<file path="src/rtl/gate_stim_pkg.sv">
// Shared definitions for the gate stimulus/checker block.
//   state_e          : controller states
//   Res*             : bit positions of each gate result within the 8-bit RES word
//   SettleMin/Max    : legal range of the SETTLE parameter
//   settle_load()    : clamps SETTLE and returns the DRIVE down-counter preload
package gate_stim_pkg;

  typedef enum logic [1:0] {
    StIdle,
    StDrive,
    StSample,
    StFin
  } state_e;

  // RES bit positions, MSB first.
  localparam int unsigned ResAnd  = 7;
  localparam int unsigned ResOr   = 6;
  localparam int unsigned ResNand = 5;
  localparam int unsigned ResNor  = 4;
  localparam int unsigned ResXor  = 3;
  localparam int unsigned ResXnor = 2;
  localparam int unsigned ResAInv = 1;
  localparam int unsigned ResBBuf = 0;

  localparam int unsigned SettleMin = 1;
  localparam int unsigned SettleMax = 15;

  localparam logic [7:0] ErrMax  = 8'hFF;
  localparam logic [1:0] LastVec = 2'd3;

  // The DRIVE counter runs from SETTLE-1 down to 0, so DRIVE lasts SETTLE cycles.
  function automatic logic [3:0] settle_load(input int unsigned settle);
    int unsigned s;
    s = settle;
    if (s < SettleMin) s = SettleMin;
    if (s > SettleMax) s = SettleMax;
    return 4'(s - 1);
  endfunction

endpackage

</file>
<file path="src/rtl/gate_stim_check_if.sv">
// Bus between the gate stimulus/checker and its environment.
//   start    : run request, sampled on the rising clock edge
//   reps     : number of 4-vector sweeps, sampled with start (0 means 1)
//   res      : gate block results {AND, OR, NAND, NOR, XOR, XNOR, ~A, B}
//   a, b     : registered stimulus to the gate block
//   busy     : run in progress (DRIVE/SAMPLE)
//   done     : one-cycle end-of-run pulse
//   pass     : last run finished with zero mismatches
//   err_cnt  : saturating mismatch count
//   fail_vec : {a,b} of the first failing vector (zero unless logging is built)
//   fail_res : res captured at the first failure (zero unless logging is built)
interface gate_stim_check_if;

  logic       start;
  logic [7:0] reps;
  logic [7:0] res;
  logic       a;
  logic       b;
  logic       busy;
  logic       done;
  logic       pass;
  logic [7:0] err_cnt;
  logic [1:0] fail_vec;
  logic [7:0] fail_res;

  // Environment side: requests runs and returns gate results.
  modport master (
    output start,
    output reps,
    output res,
    input  a,
    input  b,
    input  busy,
    input  done,
    input  pass,
    input  err_cnt,
    input  fail_vec,
    input  fail_res
  );

  // Checker side.
  modport slave (
    input  start,
    input  reps,
    input  res,
    output a,
    output b,
    output busy,
    output done,
    output pass,
    output err_cnt,
    output fail_vec,
    output fail_res
  );

endinterface

</file>
<file path="src/rtl/gate_expect.sv">
// Combinational reference for the gate block under test.
//   a, b     : stimulus currently driven
//   expected : {a&b, a|b, ~(a&b), ~(a|b), a^b, ~(a^b), ~a, b}
module gate_expect
  import gate_stim_pkg::*;
(
  input  logic       a,
  input  logic       b,
  output logic [7:0] expected
);

  always_comb begin
    expected          = '0;
    expected[ResAnd]  = a & b;
    expected[ResOr]   = a | b;
    expected[ResNand] = ~(a & b);
    expected[ResNor]  = ~(a | b);
    expected[ResXor]  = a ^ b;
    expected[ResXnor] = ~(a ^ b);
    expected[ResAInv] = ~a;
    expected[ResBBuf] = b;
  end

endmodule

</file>
<file path="src/rtl/gate_stim_check.sv">
// Gate stimulus generator and result checker.
// Sweeps {a,b} through 00, 01, 10, 11, holding each vector SETTLE cycles before
// comparing the gate results against gate_expect for one cycle. Repeats for the
// requested number of sweeps, then pulses done and reports pass / err_cnt.
//
// Ports:
//   clk   : clock, rising edge
//   rst_n : asynchronous active-low reset
//   bus   : gate_stim_check_if.slave (start, reps, res in; a, b, busy, done,
//           pass, err_cnt, fail_vec, fail_res out)
// Parameter:
//   SETTLE : DRIVE cycles per vector, 1..15 (clamped)
// Build option:
//   GATE_STIM_FAIL_LOG_EN : when defined, capture {a,b} and res of the first
//                           mismatch of each run; otherwise fail_vec/fail_res are 0.
module gate_stim_check
  import gate_stim_pkg::*;
#(
  parameter int unsigned SETTLE = 1
) (
  input  logic            clk,
  input  logic            rst_n,
  gate_stim_check_if.slave bus
);

  localparam logic [3:0] SettleLoad = settle_load(SETTLE);

  state_e     state_q, state_d;
  logic [1:0] idx_q, idx_d;
  logic [7:0] sweep_q, sweep_d;
  logic [3:0] settle_q, settle_d;
  logic [7:0] err_q, err_d;
  logic       pass_q, pass_d;
  logic       a_q, a_d;
  logic       b_q, b_d;

  logic [7:0] expected;
  logic       mismatch;
  logic       run_start;
  logic       first_fail;

  gate_expect u_expect (
    .a        (a_q),
    .b        (b_q),
    .expected (expected)
  );

  // Any number of differing bits is a single mismatch.
  assign mismatch = (bus.res != expected);

  always_comb begin
    state_d    = state_q;
    idx_d      = idx_q;
    sweep_d    = sweep_q;
    settle_d   = settle_q;
    err_d      = err_q;
    pass_d     = pass_q;
    run_start  = 1'b0;
    first_fail = 1'b0;
    a_d        = 1'b0;
    b_d        = 1'b0;

    unique case (state_q)
      StIdle: begin
        if (bus.start) begin
          state_d   = StDrive;
          idx_d     = '0;
          sweep_d   = (bus.reps == '0) ? 8'd1 : bus.reps;
          settle_d  = SettleLoad;
          err_d     = '0;
          pass_d    = 1'b0;
          run_start = 1'b1;
        end
      end

      StDrive: begin
        if (settle_q == '0) begin
          state_d = StSample;
        end else begin
          settle_d = settle_q - 4'd1;
        end
      end

      StSample: begin
        if (mismatch) begin
          first_fail = (err_q == '0);
          if (err_q != ErrMax) begin
            err_d = err_q + 8'd1;
          end
        end
        if (idx_q != LastVec) begin
          idx_d    = idx_q + 2'd1;
          settle_d = SettleLoad;
          state_d  = StDrive;
        end else if (sweep_q > 8'd1) begin
          idx_d    = '0;
          sweep_d  = sweep_q - 8'd1;
          settle_d = SettleLoad;
          state_d  = StDrive;
        end else begin
          state_d = StFin;
          // Uses err_d so a mismatch on the very last vector is counted.
          pass_d  = (err_d == '0);
        end
      end

      StFin: begin
        state_d = StIdle;
        idx_d   = '0;
        sweep_d = '0;
      end

      default: state_d = StIdle;
    endcase

    // Stimulus follows the next state so a/b are registered alongside it.
    if (state_d == StDrive || state_d == StSample) begin
      a_d = idx_d[1];
      b_d = idx_d[0];
    end
  end

  always_ff @(posedge clk or negedge rst_n) begin
    if (!rst_n) begin
      state_q  <= StIdle;
      idx_q    <= '0;
      sweep_q  <= '0;
      settle_q <= '0;
      err_q    <= '0;
      pass_q   <= 1'b0;
      a_q      <= 1'b0;
      b_q      <= 1'b0;
    end else begin
      state_q  <= state_d;
      idx_q    <= idx_d;
      sweep_q  <= sweep_d;
      settle_q <= settle_d;
      err_q    <= err_d;
      pass_q   <= pass_d;
      a_q      <= a_d;
      b_q      <= b_d;
    end
  end

  assign bus.a       = a_q;
  assign bus.b       = b_q;
  assign bus.busy    = (state_q == StDrive) || (state_q == StSample);
  assign bus.done    = (state_q == StFin);
  assign bus.pass    = pass_q;
  assign bus.err_cnt = err_q;

`ifdef GATE_STIM_FAIL_LOG_EN
  logic [1:0] fail_vec_q;
  logic [7:0] fail_res_q;

  always_ff @(posedge clk or negedge rst_n) begin
    if (!rst_n) begin
      fail_vec_q <= '0;
      fail_res_q <= '0;
    end else if (run_start) begin
      fail_vec_q <= '0;
      fail_res_q <= '0;
    end else if (first_fail) begin
      fail_vec_q <= {a_q, b_q};
      fail_res_q <= bus.res;
    end
  end

  assign bus.fail_vec = fail_vec_q;
  assign bus.fail_res = fail_res_q;
`else
  logic unused_fail_log;
  assign unused_fail_log = run_start ^ first_fail;

  assign bus.fail_vec = '0;
  assign bus.fail_res = '0;
`endif

endmodule
</file>
<file path="src/flat_wrapper.sv">
// flat-port wrapper written by rule: the top's interface ports become plain ports
module gate_stim_check_flat import gate_stim_pkg::*;
#(
  parameter int unsigned SETTLE = 1
)
  (clk, rst_n, bus_start, bus_reps, bus_res, bus_a, bus_b, bus_busy, bus_done, bus_pass, bus_err_cnt, bus_fail_vec, bus_fail_res);
  gate_stim_check_if bus_i ();
  input  logic clk;
  input  logic rst_n;
  input wire logic [$bits(bus_i.start)-1:0] bus_start;
  input wire logic [$bits(bus_i.reps)-1:0] bus_reps;
  input wire logic [$bits(bus_i.res)-1:0] bus_res;
  output wire logic [$bits(bus_i.a)-1:0] bus_a;
  output wire logic [$bits(bus_i.b)-1:0] bus_b;
  output wire logic [$bits(bus_i.busy)-1:0] bus_busy;
  output wire logic [$bits(bus_i.done)-1:0] bus_done;
  output wire logic [$bits(bus_i.pass)-1:0] bus_pass;
  output wire logic [$bits(bus_i.err_cnt)-1:0] bus_err_cnt;
  output wire logic [$bits(bus_i.fail_vec)-1:0] bus_fail_vec;
  output wire logic [$bits(bus_i.fail_res)-1:0] bus_fail_res;
  assign bus_i.start = bus_start;
  assign bus_i.reps = bus_reps;
  assign bus_i.res = bus_res;
  assign bus_a = bus_i.a;
  assign bus_b = bus_i.b;
  assign bus_busy = bus_i.busy;
  assign bus_done = bus_i.done;
  assign bus_pass = bus_i.pass;
  assign bus_err_cnt = bus_i.err_cnt;
  assign bus_fail_vec = bus_i.fail_vec;
  assign bus_fail_res = bus_i.fail_res;
  gate_stim_check #(.SETTLE(SETTLE)) u_core (.clk(clk), .rst_n(rst_n), .bus(bus_i));
endmodule
</file>
<file path="config.mk">
export PLATFORM = sky130hd
export DESIGN_NAME = gate_stim_check_flat
export DESIGN_NICKNAME = d
export VERILOG_FILES = /design/src/rtl/gate_stim_pkg.sv /design/src/rtl/gate_stim_check_if.sv /design/src/rtl/gate_expect.sv /design/src/rtl/gate_stim_check.sv /design/src/flat_wrapper.sv
export SDC_FILE = /design/constraint.sdc
export NUM_CORES = 1
export LEC_CHECK = 0
export BUFFER_PORTS_ARGS = -buffer_cell sky130_fd_sc_hd__buf_2
export CAP_MARGIN = 20
export CORE_UTILIZATION = 40
export CTS_BUF_LIST = sky130_fd_sc_hd__clkbuf_4 sky130_fd_sc_hd__clkbuf_8
export DETAILED_ROUTE_END_ITERATION = 7
export PLACE_DENSITY = 0.65
export RECOVER_POWER = 100
export SETUP_SLACK_MARGIN = 0.5
export SLEW_MARGIN = 20
export SYNTH_ARGS = -nofsm -noshare
export SYNTH_HDL_FRONTEND = slang
export SYNTH_HIERARCHICAL = 1
export SYNTH_SLANG_ARGS = --single-unit
export TNS_END_PERCENT = 30
</file>
<file path="constraint.sdc">
create_clock -name clk -period 6.3 [get_ports clk]
set_input_delay 1.26 -clock clk [delete_from_list [all_inputs] [get_ports clk]]
set_output_delay 1.26 -clock clk [all_outputs]
set_load 0.02 [all_outputs]
</file>
Word-level counts from Yosys, hierarchy flattened
Cells that the tools add are included.
{"block": "totals", "ff_bits": 27, "inputBits": 19, "wordCells": 77}
{"block": "classes", "n_addsub": 4, "n_lt_le_gt_ge": 1, "n_eq_ne": 14, "mux": 30, "bitwise_logic": 7, "n_reduce_logical": 13}
{"operator": "$mux W8", "n": 8}
{"operator": "$pmux W8 S3", "n": 1}
{"operator": "$logic_not A8 Y1", "n": 2}
{"operator": "$mux W4", "n": 4}
{"operator": "$pmux W8 S2", "n": 1}
{"operator": "$mux W2", "n": 7}
{"operator": "$pmux W4 S3", "n": 1}
{"operator": "$reduce_and A4 Y1", "n": 3}
{"operator": "$ne A2 B2 Y1 const B", "n": 5}
{"operator": "$add A8 B1 Y8 const B", "n": 1}
{"operator": "$gt A8 B1 Y1 const B", "n": 1}
{"operator": "$ne A8 B8 Y1", "n": 1}
{"operator": "$ne A8 B8 Y1 const B", "n": 1}
{"operator": "$pmux W2 S4", "n": 1}
{"operator": "$sub A8 B1 Y8 const B", "n": 1}
{"operator": "$eq A2 B2 Y1 const B", "n": 3}
{"operator": "$pmux W2 S3", "n": 1}
{"operator": "$reduce_bool A3 Y1", "n": 2}
{"operator": "$mux W1", "n": 5}
{"operator": "$eq A2 B1 Y1 const B", "n": 2}
{"operator": "$logic_not A4 Y1", "n": 1}
{"operator": "$not A1 Y1", "n": 4}
{"operator": "$sub A4 B1 Y4 const B", "n": 1}
{"operator": "$ne A3 B1 Y1 const B", "n": 1}
{"operator": "other kinds (10)", "n": 11}

Depth between registers and ports, before layout
{"block": "depth", "depth_word": 9, "depth_mapped": 10}

Cells and area by module
Netlist, hierarchy kept.
{"module": "gate_stim_check", "n_inst": 1, "cells_per_inst": 223, "area_each_um2": 1933.1, "seq_area_each_um2": 675.6}
{"module": "gate_expect", "n_inst": 1, "cells_per_inst": 10, "area_each_um2": 76.3, "seq_area_each_um2": 0.0}

Worst setup path after synthesis
OpenSTA, ideal clock, no wires.
{"block": "synth_timing", "kind": "input to register", "from": "input bus_res[6]", "to": "register u_core.pass_q, in the netlist u_core/bus.pass", "setup_ps": 104, "t_arrival_ps": 2637, "required_ps": 6196, "setup_slack_ps": 3559, "path_stages": 6, "path_buffers": 0, "path_cell_list": "xor2_1 nor4_2 a21oi_1 a2111oi_2 o22ai_1 o41ai_2"}
{"block": "synth_between", "elab_chain_len": 7}
{"element": "from (decl)", "line": "flat_wrapper.sv:12", "source": "input wire logic [$bits(bus_i.res)-1:0] bus_res;"}
{"element": "$ne A8 B8 Y1", "line": "gate_stim_check.sv:49", "source": "assign mismatch = (bus.res != expected);"}
{"element": "$mux W8", "line": "gate_stim_check.sv:85", "source": "if (mismatch) begin"}
{"element": "$mux W8", "line": "gate_stim_check.sv:63", "source": "unique case (state_q)"}
{"element": "$logic_not A8 Y1", "line": "gate_stim_check.sv:103", "source": "pass_d = (err_d == '0);"}
{"element": "$mux W1", "line": "gate_stim_check.sv:95", "source": "end else if (sweep_q > 8'd1) begin"}
{"element": "$mux W1", "line": "gate_stim_check.sv:91", "source": "if (idx_q != LastVec) begin"}
{"element": "$pmux W1 S2", "line": "gate_stim_check.sv:63"}
{"element": "to (signal assigned)", "line": "gate_stim_check.sv:139", "source": "pass_q <= pass_d;"}
{"element": "to (decl)", "line": "gate_stim_check.sv:33", "source": "logic pass_q, pass_d;"}
No other way between the ends. The select of a mux whose other input is x is not followed.
A chain may end at the register's enable or synchronous reset.

Worst setup path in the final report
Ends and elaborated chain as after synthesis.

==> results.md <==
- Status: finished with violations
- Failing checks: max-capacitance violations, max-slew violations
- Core ar.: 4790 µm²
- Crit Path Max Fanout: 11
- Finished Core Util: 0.454
- GR met3 Demand/Resource: 0.0331
- CP required: 6.49 ns
- Cell accounting for the most synthesized area: dfrtp_1
- Remaining antenna violation count: 0
- Slowest cell delay on critical path: 0.57 ns
- Root Buffer: clkbuf_8
- Most frequent cells in the layout: dfrtp_1, nand2_1, o21ai_0, clkbuf_1, buf_2
- VDD IR max: 263 µV
- Crit end category: flop
- GRT met1 Usage: 0.240
- Post-synthesis sequential area ratio: 0.336
- Slowest stage cell, crit path: a2111oi_0
- Fmax: 314 MHz
- Switching pwr: 0.000443 W
- Drt first-iter violations: 93
- PortBufs: 31
- Commonest non-fill, non-tap cell in the layout: dfrtp_1
- Via count: 1,742
- Combinational share of power: 0.568
- Routed wire per std cell: 13.3 µm
- Actual slew at the worst max-slew pin: 1.51 ns
- Starting density of the core: 0.420
- FF+latch count, synth: 27
- Post-Route Skew: 0.00303 ns
- Die area: 5310 µm²
- Clock-pin slew on the worst setup and hold paths: 0.10 ns
- Hold Path Class: reg -> reg
- R2r setup slk: 3.35 ns
- Post-cts sizing count: 0
- Setup TNS: 0 ns
- Final setup vio count: 0
- Layout fillers: 510
- Hold-fix buffers at CTS: 0
- Fin crit share: 0.505
- Routability cong.: 0.807
- Largest delay share family, worst path: compound AO/OA/AOI/OAI gates
- Max H-tree Level: 1
- GRT Total Usage: 0.175
- Cell Pwr Density: 427 nW/µm²
- Cts bufs inserted: 3
- Global Route met2 Usage: 0.295
- Netlist cell types: 51
- Mapped cell area: 2010 µm²
- R2R depth: 8
- Top cells by area, synth: dfrtp_1, ha_1, o21ai_0, buf_4, nand2_1
- Fraction of layout cells with a size suffix above 1: 0.0969
- Global route hottest layer: met2
- Leak Pwr: 1.02 nW
- Post-Syn Area per Cell: 8.62 µm²
- Num rows: 25
- Vias in the first global route: 1,652
- Residual DRC: 0
- Main synth FF type: dfrtp_1
- Worst hold path endpoint: u_core/settle_q[0]
- Wirelength, routed: 4310 µm
- CP Class: in -> reg
- Post-Syn Instances: 233
- First-pass GRT wire length: 7360 µm
- Skew-Pair Late Insertion Delay: 0.28 ns
- Layout area overhead: 8.09%
- Global route overflow: 0
- Int Pwr: 0.000484 W
- WP data arrival: 3.37 ns
- Clk buf depth: 2
- Bufs and invs on worst path: 1
- Post-layout min period: 3.18 ns
- Nets: 291
- Initial antenna violation count: 0
- HPWL reported at the end of detailed placement: 3130 µm
- Switching share of power: 0.478
- Synth warn: 6
- Worst path cell trace: buf_2, xor2_1, nor4_1, a21oi_1, a2111oi_0, o22ai_1, o41ai_2
- Max-cap viol count: 1
- Seq pwr share: 0.320
- 1st-pass router iterations: 4
- Hold_sp: u_core/settle_q[0]
- Post-synth EDFFs: 0
- Ys async rst share: 1.00
- Clock power share: 0.112
- Die X: 72.9 µm
- Yosys top cell area share: 0.336
- Diode count: 0
- Worst hold path cell count: 2
- Setup repair bufs after CTS: 0
- R2R Path Start: u_core/bus.b
- Clock sink count: 27
- Largest net degree at the start of global routing: 28
- Unrepaired setup endpoints after global routing: no
- DR vias/cell: 5.36
- Slew HR: -0.00771
- Startpoint types: input pin
- CTS tree: done
- Ports: 42
- Max Slew Vio Count: 28
- Die height: 72.9 µm
- Final Hold Viols: 0
- FF-to-FF End: u_core/bus.pass
## routing by layer
metal | vias up | part of all wire
met1 | 831 | 0.51
li1 | 860 | -
met4 | 0 | 0.0014
met5 | - | 0
met3 | 2 | 0.046
met2 | 49 | 0.44
## cells by family (layout without fill, tap and decap cells)
| kind of cell | count (synthesis) | count (layout) | synth area share |
|---|---|---|---|
| AOI/OAI and AO/OA | 56 | 56 | 0.191 |
| xor gates and xnor gates | 10 | 10 | 0.0436 |
| adders and majority gates | 13 | 13 | 0.0809 |
| buffers and inverters | 33 | 49 | 0.0847 |
| DFF | 27 | 27 | 0.336 |
| muxes | 6 | 6 | 0.0324 |
| other | 1 | 10 | 0.00187 |
| and+or+nand+nor | 87 | 87 | 0.230 |
## cell type report
type                       instances  area, µm²  area share
clock inverter                     1       5.00     0.00230
tap                               67       83.8      0.0386
inverter                          14       52.6      0.0242
multi-input combinational        182       1180       0.543
timing repair buffer              31        135      0.0622
clock buffer                       3       41.3      0.0190
sequential                        27        676       0.311
## worst max-delay path by stage
stage                     from               to  slack, ns  depth (start not counted)
floorplan           bus_res[6]  u_core/bus.pass       3.56                          6
global placement    bus_res[6]  u_core/bus.pass       3.17                          7
detailed placement  bus_res[6]  u_core/bus.pass       3.08                          7
CTS                 bus_res[6]  u_core/bus.pass       3.40                          7
global route        bus_res[6]  u_core/bus.pass       3.05                          7
finish              bus_res[6]  u_core/bus.pass       3.12                          7
## worst reg2reg max path, stage by stage, from the launching register on
cell and delay, ns:
dfrtp_1 0.45, inv_1 0.09, ha_1 0.31, xor2_1 0.17, nor4_1 0.43, a21oi_1 0.34
a2111oi_0 0.57, o22ai_1 0.16, o41ai_2 0.34
## synth_stat cells, types with 3 or more instances
| library cell | count |
|---|---|
| a21o_1 | 3 |
| a21oi_1 | 8 |
| a22o_1 | 3 |
| and3_1 | 7 |
| buf_2 | 4 |
| buf_4 | 11 |
| clkbuf_1 | 4 |
| dfrtp_1 | 27 |
| ha_1 | 13 |
| inv_1 | 14 |
| mux2_2 | 4 |
| nand2_1 | 21 |
| nand2b_1 | 3 |
| nand3_1 | 11 |
| nand4_1 | 3 |
| nor2_1 | 14 |
| nor2b_1 | 6 |
| nor3_1 | 8 |
| o21ai_0 | 20 |
| o31ai_1 | 3 |
| xor2_1 | 8 |
## power groups by stage
stage	registers [W]	clock network (W)	logic, W
floorplan	0.000298	0	0.000420
global placement	0.000298	0	0.000524
detailed placement	0.000299	0	0.000537
CTS	0.000297	0.000108	0.000538
global route	0.000307	0.000116	0.000595
finish	0.000297	0.000104	0.000527
## flip-flops by register name, indices dropped and copies added (netlist names)
signal / count
u_core/bus.a: 1
u_core/settle_q: 4
u_core/sweep_q: 8
u_core/bus.pass: 1
u_core/state_q: 2
u_core/bus.b: 1
u_core/bus.err_cnt: 8
u_core/idx_q: 2
## stage by stage
stage	setup slack [ns]	hold WS (ns)	power, W	area, µm²	cells
2_1_floorplan	3.56	0.462	0.000717	2040	242
3_3_place_gp	3.17	0.483	0.000822	2160	321
3_5_place_dp	3.08	0.493	0.000837	2160	321
4_1_cts	3.40	0.516	0.000943	2210	325
5_1_grt	3.05	0.556	0.00102	2170	325
6_report	3.12	0.516	0.000928	2170	325
Power figures use the tool's default switching activity.
